## src/rtl/gpio_input_conditioner_if.sv

```systemverilog
// Register-side bundle of the GPIO input conditioner.
// Per-pin controls flow in from the register block.
// The debounced level, event pulses and interrupt status flow back out.
interface gpio_input_conditioner_if #(
  parameter int NPINS      = 4,
  parameter int DEBOUNCE_W = 8
);
  logic [NPINS-1:0]      en;
  logic [DEBOUNCE_W-1:0] debounce_cycles;
  logic [NPINS-1:0]      irq_rise_en;
  logic [NPINS-1:0]      irq_fall_en;
  logic [NPINS-1:0]      irq_clear;
  logic [NPINS-1:0]      value;
  logic [NPINS-1:0]      rise_pulse;
  logic [NPINS-1:0]      fall_pulse;
  logic [NPINS-1:0]      irq_pending;
  logic                  irq;

  // Register block / interrupt controller side
  modport master (
    output en, debounce_cycles, irq_rise_en, irq_fall_en, irq_clear,
    input  value, rise_pulse, fall_pulse, irq_pending, irq
  );

  // Conditioner side
  modport slave (
    input  en, debounce_cycles, irq_rise_en, irq_fall_en, irq_clear,
    output value, rise_pulse, fall_pulse, irq_pending, irq
  );
endinterface

```

## src/rtl/gpio_input_conditioner.sv

```systemverilog
// GPIO input conditioner.
// Each pin is conditioned independently: the asynchronous pad value is
// synchronised into the clock domain and then debounced.
// Outputs are a stable level, one-cycle rise/fall pulses and a sticky,
// maskable interrupt.
// SYNC_STAGES must lie in 2..4.
module gpio_input_conditioner #(
  parameter int NPINS       = 4,
  parameter int SYNC_STAGES = 2,
  parameter int DEBOUNCE_W  = 8
) (
  input  logic                   clock,
  input  logic                   reset_n,
  input  logic [NPINS-1:0]       pad_i,
  output logic [NPINS-1:0]       ie,
  gpio_input_conditioner_if.slave regs
);

  logic [SYNC_STAGES-1:0][NPINS-1:0] sync_q;
  logic [NPINS-1:0]                  s;
  logic [NPINS-1:0][DEBOUNCE_W-1:0]  cnt;
  logic [NPINS-1:0][DEBOUNCE_W-1:0]  cnt_nxt;
  logic [NPINS-1:0]                  value_q;
  logic [NPINS-1:0]                  value_nxt;
  logic [NPINS-1:0]                  rise_q;
  logic [NPINS-1:0]                  fall_q;
  logic [NPINS-1:0]                  pending_q;
  logic [NPINS-1:0]                  pending_set;

  assign s = sync_q[SYNC_STAGES-1];

  // Pad input enable is the per-pin enable delayed by one register
  always_ff @(posedge clock or negedge reset_n) begin
    if (!reset_n) begin
      ie <= '0;
    end else begin
      ie <= regs.en;
    end
  end

  // Synchroniser chain: runs regardless of enable so a pin is settled when re-enabled
  always_ff @(posedge clock or negedge reset_n) begin
    if (!reset_n) begin
      sync_q <= '0;
    end else begin
      sync_q <= {sync_q[SYNC_STAGES-2:0], pad_i};
    end
  end

  // Debounce decision per pin: disable, agree, commit, or keep counting (saturating)
  always_comb begin
    cnt_nxt   = cnt;
    value_nxt = value_q;
    for (int k = 0; k < NPINS; k++) begin
      if (!regs.en[k]) begin
        cnt_nxt[k] = '0;
      end else if (s[k] == value_q[k]) begin
        cnt_nxt[k] = '0;
      end else if (cnt[k] >= regs.debounce_cycles) begin
        value_nxt[k] = s[k];
        cnt_nxt[k]   = '0;
      end else if (cnt[k] != {DEBOUNCE_W{1'b1}}) begin
        cnt_nxt[k] = cnt[k] + DEBOUNCE_W'(1);
      end
    end
  end

  // Debounce state and the edge pulses, which align with the first cycle of a new level
  always_ff @(posedge clock or negedge reset_n) begin
    if (!reset_n) begin
      cnt     <= '0;
      value_q <= '0;
      rise_q  <= '0;
      fall_q  <= '0;
    end else begin
      cnt     <= cnt_nxt;
      value_q <= value_nxt;
      rise_q  <= value_nxt & ~value_q;
      fall_q  <= ~value_nxt & value_q;
    end
  end

  assign pending_set = (rise_q & regs.irq_rise_en) | (fall_q & regs.irq_fall_en);

  // Sticky interrupt status: write-1-to-clear, a coincident new event wins over the clear
  always_ff @(posedge clock or negedge reset_n) begin
    if (!reset_n) begin
      pending_q <= '0;
    end else begin
      pending_q <= pending_set | (pending_q & ~regs.irq_clear);
    end
  end

  assign regs.value       = value_q;
  assign regs.rise_pulse  = rise_q;
  assign regs.fall_pulse  = fall_q;
  assign regs.irq_pending = pending_q;
  assign regs.irq         = |pending_q;

endmodule

```

## src/flat_wrapper.sv

```systemverilog
// flat-port wrapper written by rule: the top's interface ports become plain ports
module gpio_input_conditioner_flat 
#(
  parameter int NPINS       = 4,
  parameter int SYNC_STAGES = 2,
  parameter int DEBOUNCE_W  = 8
)
  (clock, reset_n, pad_i, ie, regs_en, regs_debounce_cycles, regs_irq_rise_en, regs_irq_fall_en, regs_irq_clear, regs_value, regs_rise_pulse, regs_fall_pulse, regs_irq_pending, regs_irq);
  gpio_input_conditioner_if #(.NPINS(NPINS), .DEBOUNCE_W(DEBOUNCE_W)) regs_i ();
  input  logic clock;
  input  logic reset_n;
  input  logic [NPINS-1:0] pad_i;
  output logic [NPINS-1:0] ie;
  input wire logic [$bits(regs_i.en)-1:0] regs_en;
  input wire logic [$bits(regs_i.debounce_cycles)-1:0] regs_debounce_cycles;
  input wire logic [$bits(regs_i.irq_rise_en)-1:0] regs_irq_rise_en;
  input wire logic [$bits(regs_i.irq_fall_en)-1:0] regs_irq_fall_en;
  input wire logic [$bits(regs_i.irq_clear)-1:0] regs_irq_clear;
  output wire logic [$bits(regs_i.value)-1:0] regs_value;
  output wire logic [$bits(regs_i.rise_pulse)-1:0] regs_rise_pulse;
  output wire logic [$bits(regs_i.fall_pulse)-1:0] regs_fall_pulse;
  output wire logic [$bits(regs_i.irq_pending)-1:0] regs_irq_pending;
  output wire logic [$bits(regs_i.irq)-1:0] regs_irq;
  assign regs_i.en = regs_en;
  assign regs_i.debounce_cycles = regs_debounce_cycles;
  assign regs_i.irq_rise_en = regs_irq_rise_en;
  assign regs_i.irq_fall_en = regs_irq_fall_en;
  assign regs_i.irq_clear = regs_irq_clear;
  assign regs_value = regs_i.value;
  assign regs_rise_pulse = regs_i.rise_pulse;
  assign regs_fall_pulse = regs_i.fall_pulse;
  assign regs_irq_pending = regs_i.irq_pending;
  assign regs_irq = regs_i.irq;
  gpio_input_conditioner #(.NPINS(NPINS), .SYNC_STAGES(SYNC_STAGES), .DEBOUNCE_W(DEBOUNCE_W)) u_core (.clock(clock), .reset_n(reset_n), .pad_i(pad_i), .ie(ie), .regs(regs_i));
endmodule
```

## config.mk

```make
export PLATFORM = sky130hd
export DESIGN_NAME = gpio_input_conditioner_flat
export DESIGN_NICKNAME = d
export VERILOG_FILES = /design/src/rtl/gpio_input_conditioner_if.sv /design/src/rtl/gpio_input_conditioner.sv /design/src/flat_wrapper.sv
export SDC_FILE = /design/constraint.sdc
export NUM_CORES = 1
export LEC_CHECK = 0
export ABC_AREA = 1
export BUFFER_PORTS_ARGS = -buffer_cell sky130_fd_sc_hd__buf_2
export CAP_MARGIN = 20
export CELL_PAD_IN_SITES_DETAIL_PLACEMENT = 2
export CELL_PAD_IN_SITES_GLOBAL_PLACEMENT = 2
export CORE_MARGIN = 3
export CORE_UTILIZATION = 37
export DETAILED_ROUTE_END_ITERATION = 8
export PLACE_DENSITY = 0.94
export SYNTH_ARGS = -nofsm -noshare
export SYNTH_HDL_FRONTEND = slang
export SYNTH_SLANG_ARGS = --single-unit
```

## constraint.sdc

```tcl
create_clock -name clock -period 2.7 [get_ports clock]
set_input_delay 0.135 -clock clock [delete_from_list [all_inputs] [get_ports clock]]
set_output_delay 0.135 -clock clock [all_outputs]
set_load 0.03 [all_outputs]
```

==> results of run 1 <==
-- layer usage --
layer	part of all wire	up-vias
met4	0.023	0
met3	0.021	22
li1	-	1556
met2	0.55	52
met5	0	-
met1	0.40	1683
-- path summary, 6_finish.rpt --
| path | to | depth (start not counted) | from |
|---|---|---|---|
| setup / recovery | u_core.regs.value[0]$_DFF_PN0_ | 11 | u_core.cnt[0]$_DFFE_PN0P_ |
| hold / removal | u_core.regs.irq_pending[3]$_DFF_PN0_ | 3 | regs_irq_fall_en[3] |
| setup reg to reg | u_core.regs.value[0]$_DFF_PN0_ | 11 | u_core.cnt[0]$_DFFE_PN0P_ |
| hold reg to reg | u_core.s[0]$_DFF_PN0_ | 0 | u_core.sync_q[0]$_DFF_PN0_ |
| max in group asynchronous | u_core.regs.value[1]$_DFF_PN0_ | 3 | reset_n |
| min in group asynchronous | u_core.cnt[19]$_DFFE_PN0P_ | 3 | reset_n |
-- power breakdown --
part	total [mW]	switching (mW)	leakage [nW]	internal, mW
Sequential	0.957	0.0298	0.787	0.928
Clock	0.934	0.414	0.102	0.520
Combinational	0.311	0.207	1.46	0.104
-- flip-flops by register name, indices dropped and copies added, names as in the netlist --
name                     flops
u_core.sync_q                4
u_core.regs.value            4
u_core.cnt                  32
u_core.s                     4
u_core.ie                    4
u_core.regs.irq_pending      4
u_core.regs.fall_pulse       4
u_core.regs.rise_pulse       4
-- metrics by stage --
step / total power [mW] / setup WS, ns / util / std cells / area [µm²]
4_1_cts: 2.22 / 0.680 / 0.473 / 645 / 4450
5_1_grt: 2.30 / 0.505 / 0.473 / 645 / 4450
2_1_floorplan: 1.13 / 1.16 / - / 434 / 3660
3_3_place_gp: 1.23 / 1.00 / 0.434 / 614 / 4080
3_5_place_dp: 1.26 / 0.821 / 0.434 / 614 / 4080
6_report: 2.20 / 0.699 / 0.473 / 645 / 4450
-- kinds of logic (layout without fill, tap and decap cells) --
| family | after synthesis | in the layout | synth area share |
|---|---|---|---|
| simple gates | 217 | 217 | 0.294 |
| buf+inv | 69 | 151 | 0.0707 |
| flops | 60 | 60 | 0.410 |
| fa+ha+maj | 36 | 36 | 0.123 |
| compound gates | 31 | 31 | 0.0499 |
| xor+xnor | 21 | 21 | 0.0523 |
-- timing repair --
action,in CTS,in global routing
hold endpoints to repair,72,0
gates resized for setup,0,0
endpoints found under the setup margin,0,0
hold buffers,15,0
-- synthesized netlist by cell type, drive strengths merged --
cell | instances | area, µm²
dfrtp | 60 | 1500
a21o | 1 | 7.51
clkinv | 1 | 3.75
o21a | 3 | 23.8
o211ai | 4 | 30.0
inv | 68 | 255
nor3 | 9 | 90.1
nand4 | 14 | 148
o21ai | 13 | 68.8
nor2 | 43 | 184
o21bai | 1 | 7.51
nand2 | 107 | 404
xnor2 | 8 | 70.1
a21oi | 9 | 45.0
nand3 | 43 | 245
ha | 36 | 450
nand3b | 1 | 7.51
xor2 | 13 | 121
-- tightest hold or removal path, cell delays in order --
cell	delay, ns
buf_2	0.08
nand2_1	0.05
o211ai_1	0.11
-- layout make-up --
cell class / instances / area, µm² / area share
multi-input combinational: 305 / 1900 / 0.428
sequential: 60 / 1500 / 0.337
timing repair buffer: 66 / 408 / 0.0917
inverter: 69 / 259 / 0.0582
tap: 129 / 161 / 0.0363
clock buffer: 10 / 128 / 0.0287
clock inverter: 6 / 88.8 / 0.0200
==> impl_results.md, run 1 <==
* CTS buffer count at 9
* # setup viols final at 0
* Pwr dens at 495 mW/mm²
* Critical Path AT at 2.25 ns
* Tmin final at 2.00 ns
* Fin. Hold Viols at 0
* Gpl congestion at 0.809
* PortBufs at 50
* RSZ-0062 raised after global routing: no
* Period Utilization, post-route at 0.741
* Commonest non-fill, non-tap cell in the layout: nand2_1
* GRT overflow at 0
* Status: completed
* Yosys warns at 0
* Initial antenna violation count at 0
* Cell family with most CP delay: simple AND/OR/NAND/NOR gates
* Postcts setup bufs at 0
* CTS tree: built
* Met2 Resource Use GR at 0.487
* Die width at 106 µm
* DR vias/cell at 5.14
* Avg Inst Size Synth at 8.44 µm²
* Worst setup path class: reg2reg
* Worst path most repeated cell: nand2_1
* Most frequent cells in the layout: 106 x nand2_1, 64 x inv_1, 60 x dfrtp_1
* Synthesized instance count at 434
* Worst-skew pair later-pin latency at 0.37 ns
* Met1 GRT Util at 0.277
* Setup crit end kind: flip-flop
* First-pass GRT wire length at 21700 µm
* Worst endpoint required time at 2.95 ns
* Fillers at 1086
* Min-delay worst type: in2reg
* R2R Setup Slk at 0.70 ns
* Largest net degree at the start of global routing at 61
* # nets final at 577
* Fin Clk Skew at 0.0152 ns
* Yosys cell types at 29
* Clk pin slew, worst setup/hold paths at 0.08 ns
* Die Area at 0.0111 mm²
* Critical path cell sequence: inv_1, ha_1, nand2_1, nand3_1, nand2_1, nand2_1, nand2_1, nand2_1, nand2_1, o21ai_0, inv_1
* Critical path buffer and inverter count at 2
* Final wirelength at 13300 µm
* Max IR drop VDD at 0.398 mV
* CP max-delay cell: dfrtp_1
* Max Cap Violations at 0
* Register area share after synthesis at 0.410
* GRT Total Usage at 0.255
* Met3 Usage GRT at 0.0472
* Setup crit start kind: flip-flop
* Worst slew pin tran at 0.782 ns
* Clock sinks at 60
* Syn Nets at 500
* Layout cell share with drive strength beyond 1 at 0.180
* Starting density of the core at 0.389
* Standby leakage power at 2.35 nW
* Slew HR at 0.479
* Area Growth Syn to Fin at 21.4%
* Core area at 0.00942 mm²
* I/O pin count at 51
* Worst stage delay on the critical path at 0.43 ns
* Hold slack at 0.0484 ns
* Vias in the first global route at 3980
* Final slew viol count at 0
* Setup_tns at 0 ns
* # DRC at 0
* WL per Instance at 20.6 µm
* DRT iter0 DRCs at 69
* DR vias at 3313
* Die Span Y at 106 µm
* Worst-path fanout max at 4
* Row cnt at 35
* Mapped cell area at 0.00366 mm²
* Number of antenna diodes at 0
* Worst-case clock buffer depth at 2
* Final ANT Viol Nets at 0
* DRT Pass-1 Iters at 4
* #FFs+latches synth at 60
* Max Freq at 500 MHz
* Post-DP HPWL at 9230 µm
* Root buf cell: clkbuf_8
* H-tree depth at 3
* Layer with the highest usage: met2
Note: power is estimated with default switching activity, not from simulation.
==> run 2, diff against run 1 <==
CORE_UTILIZATION = 35   (was 37)
PLACE_DENSITY = 0.9   (was 0.94)
clock period = 2 ns   (was 2.7 ns; I/O delays follow)
==> run 2 against run 1 <==
  * Sequential share of layout area decreased by 0.40 points
  * Global-route usage down 2.0 points
  * Register-to-register slack worse by 0.59 ns
==> impl_results.md, run 2 (synthesis results as in run 1) <==
* Status: completed (unchanged)
* First-pass GRT wire length at 20600 µm (was 21700 µm)
* Period Utilization, post-route at 0.945 (was 0.741)
* GRT overflow at 0 (unchanged)
* Final slew viol count at 0 (unchanged)
* Dpl cells at 618 (was 614)
* GRT Total Usage at 0.235 (was 0.255)
* Fin Clk Skew at 0.0133 ns (was 0.0152 ns)
* Number of antenna diodes at 0 (unchanged)
* Final ANT Viol Nets at 0 (unchanged)
* CTS tree: built (unchanged)
* # DRC at 0 (unchanged)
* Cell family with most CP delay: simple AND/OR/NAND/NOR gates (unchanged)
* WL per Instance at 20.0 µm (was 20.6 µm)
* Row cnt at 36 (was 35)
* DRT iter0 DRCs at 88 (was 69)
* CP max-delay cell: dfrtp_2 (was dfrtp_1)
* CTS buffer count at 9 (unchanged)
* Starting density of the core at 0.368 (was 0.389)
* Die Span Y at 108 µm (was 106 µm)
* Largest net degree at the start of global routing at 41 (was 61)
* Post-DP HPWL at 8590 µm (was 9230 µm)
* # nets final at 581 (was 577)
* Commonest non-fill, non-tap cell in the layout: nand2_1 (unchanged)
* Post-placement cell area at 0.00410 mm² (was 0.00408 mm²)
* H-tree depth at 3 (unchanged)
* Design area at 0.00451 mm² (was 0.00445 mm²)
* Min-delay worst type: in2async (was in2reg)
* Worst-path fanout max at 4 (unchanged)
* Layout cell share with drive strength beyond 1 at 0.200 (was 0.180)
* Worst-skew pair later-pin latency at 0.36 ns (was 0.37 ns)
* Critical Path AT at 2.13 ns (was 2.25 ns)
* Clk pin slew, worst setup/hold paths at 0.09 ns (was 0.08 ns)
* Pwr dens at 643 mW/mm² (was 495 mW/mm²)
* Max Freq at 529 MHz (was 500 MHz)
* Worst slew pin tran at 0.612 ns (was 0.782 ns)
* Reg with most FFs: u_core.cnt (unchanged)
* Final non-filler cell total at 653 (was 645)
* Clock sinks at 60 (unchanged)
* PortBufs at 50 (unchanged)
* Vias in the first global route at 3956 (was 3980)
* Standby leakage power at 2.38 nW (was 2.35 nW)
* Area Growth Syn to Fin at 23.0% (was 21.4%)
* Final wirelength at 13100 µm (was 13300 µm)
* Worst stage delay on the critical path at 0.45 ns (was 0.43 ns)
* Initial antenna violation count at 0 (unchanged)
* Worst endpoint required time at 2.24 ns (was 2.95 ns)
* Critical path buffer and inverter count at 2 (unchanged)
* Die width at 108 µm (was 106 µm)
* Die Area at 0.0117 mm² (was 0.0111 mm²)
* Tmin final at 1.89 ns (was 2.00 ns)
* Most frequent cells in the layout: 101 x nand2_1, 64 x inv_1, 59 x dfrtp_1 (was 106 x nand2_1, 64 x inv_1, 60 x dfrtp_1)
* Max Cap Violations at 0 (unchanged)
* Worst setup path class: reg2reg (unchanged)
* Max reg flops at 32 (unchanged)
* Slew HR at 0.592 (was 0.479)
* # setup viols final at 0 (unchanged)
* Setup crit start kind: flip-flop (unchanged)
* DR vias at 3348 (was 3313)
* Worst-case clock buffer depth at 2 (unchanged)
* Root buf cell: clkbuf_8 (unchanged)
* Core area at 0.00995 mm² (was 0.00942 mm²)
* Gpl congestion at 0.753 (was 0.809)
* DRT Pass-1 Iters at 4 (unchanged)
* Fin. Hold Viols at 0 (unchanged)
* Critical path cell sequence: ha_1, nand2_1, inv_1, nor2_1, o21a_2, nand2_2, nand2_2, nand2_1, o21ai_0, inv_1 (was inv_1, ha_1, nand2_1, nand3_1, nand2_1, nand2_1, nand2_1, nand2_1, nand2_1, o21ai_0, inv_1)
* DR vias/cell at 5.13 (was 5.14)
* I/O pin count at 51 (unchanged)
* Max IR drop VDD at 0.275 mV (was 0.398 mV)
* Setup crit end kind: flip-flop (unchanged)
## run 2: cell count changes in the layout (fill, tap and decap cells not counted), sizes merged
cell         before  now
buf              51   53
bufinv            2    1
clkinv            3    4
clkinvlp          2    1
dlygate4sd3      15   17
inv              68   69
## run 2: what timing repair did
| item | in CTS | in global routing |
|---|---|---|
| resized for setup | 0 | 9 |
| hold buffers | 17 | 0 |
| setup buffers | 0 | 2 |
| hold endpoints to repair | 32 | 0 |
| setup endpoints to repair | 0 | 9 |
## run 2: per-layer routing
| metal | routed length (µm) | vias to the layer above | global-route usage |
|---|---|---|---|
| li1 | - | 1561 | - |
| met1 | 5110 | 1669 | 0.257 |
| met2 | 6930 | 85 | 0.427 |
| met3 | 494 | 33 | 0.0531 |
| met4 | 536 | 0 | 0.115 |
| met5 | 0 | - | 0 |
## run 2: worst paths after layout
path	startpoint	end	slack, ns	cells past startpoint
worst max-delay path	u_core.cnt[31]$_DFFE_PN0P_	u_core.regs.value[3]$_DFF_PN0_	0.11	10
worst min-delay path	reset_n	u_core.s[2]$_DFF_PN0_	0.28	2
worst max register to register	u_core.cnt[31]$_DFFE_PN0P_	u_core.regs.value[3]$_DFF_PN0_	0.11	10
worst min register to register	u_core.sync_q[0]$_DFF_PN0_	u_core.s[0]$_DFF_PN0_	0.35	0
max in group asynchronous	reset_n	u_core.cnt[31]$_DFFE_PN0P_	1.07	3
min in group clock	u_core.sync_q[0]$_DFF_PN0_	u_core.s[0]$_DFF_PN0_	0.35	0
## run 2: power breakdown
| part | switching [mW] | total [mW] | internal [mW] |
|---|---|---|---|
| Combinational | 0.279 | 0.425 | 0.146 |
| Clock | 0.591 | 1.18 | 0.587 |
| Sequential | 0.0407 | 1.29 | 1.25 |
| Total | 0.911 | 2.90 | 1.99 |
## run 2: final cells by class
| type | instances | area, µm² |
|---|---|---|
| clock buffer | 10 | 128 |
| clock inverter | 6 | 72.6 |
| fill | 1133 | 5450 |
| inverter | 69 | 259 |
| multi-input combinational | 305 | 1920 |
| sequential | 60 | 1500 |
| tap | 133 | 166 |
| timing repair buffer | 70 | 455 |
## run 2: metrics by stage
step / setup TNS, ns / power [mW] / util / worst slack, ns / hold WS, ns
6_report: 0 / 2.90 / 0.453 / 0.110 / 0.278
5_1_grt: -0.00208 / 3.04 / 0.453 / -0.00208 / 0.319
4_1_cts: 0 / 2.91 / 0.449 / 0.00191 / 0.289
3_5_place_dp: 0 / 1.70 / 0.412 / 0.0601 / 0.131
3_3_place_gp: 0 / 1.67 / 0.412 / 0.281 / 0.134
2_1_floorplan: 0 / 1.53 / - / 0.462 / -0.196
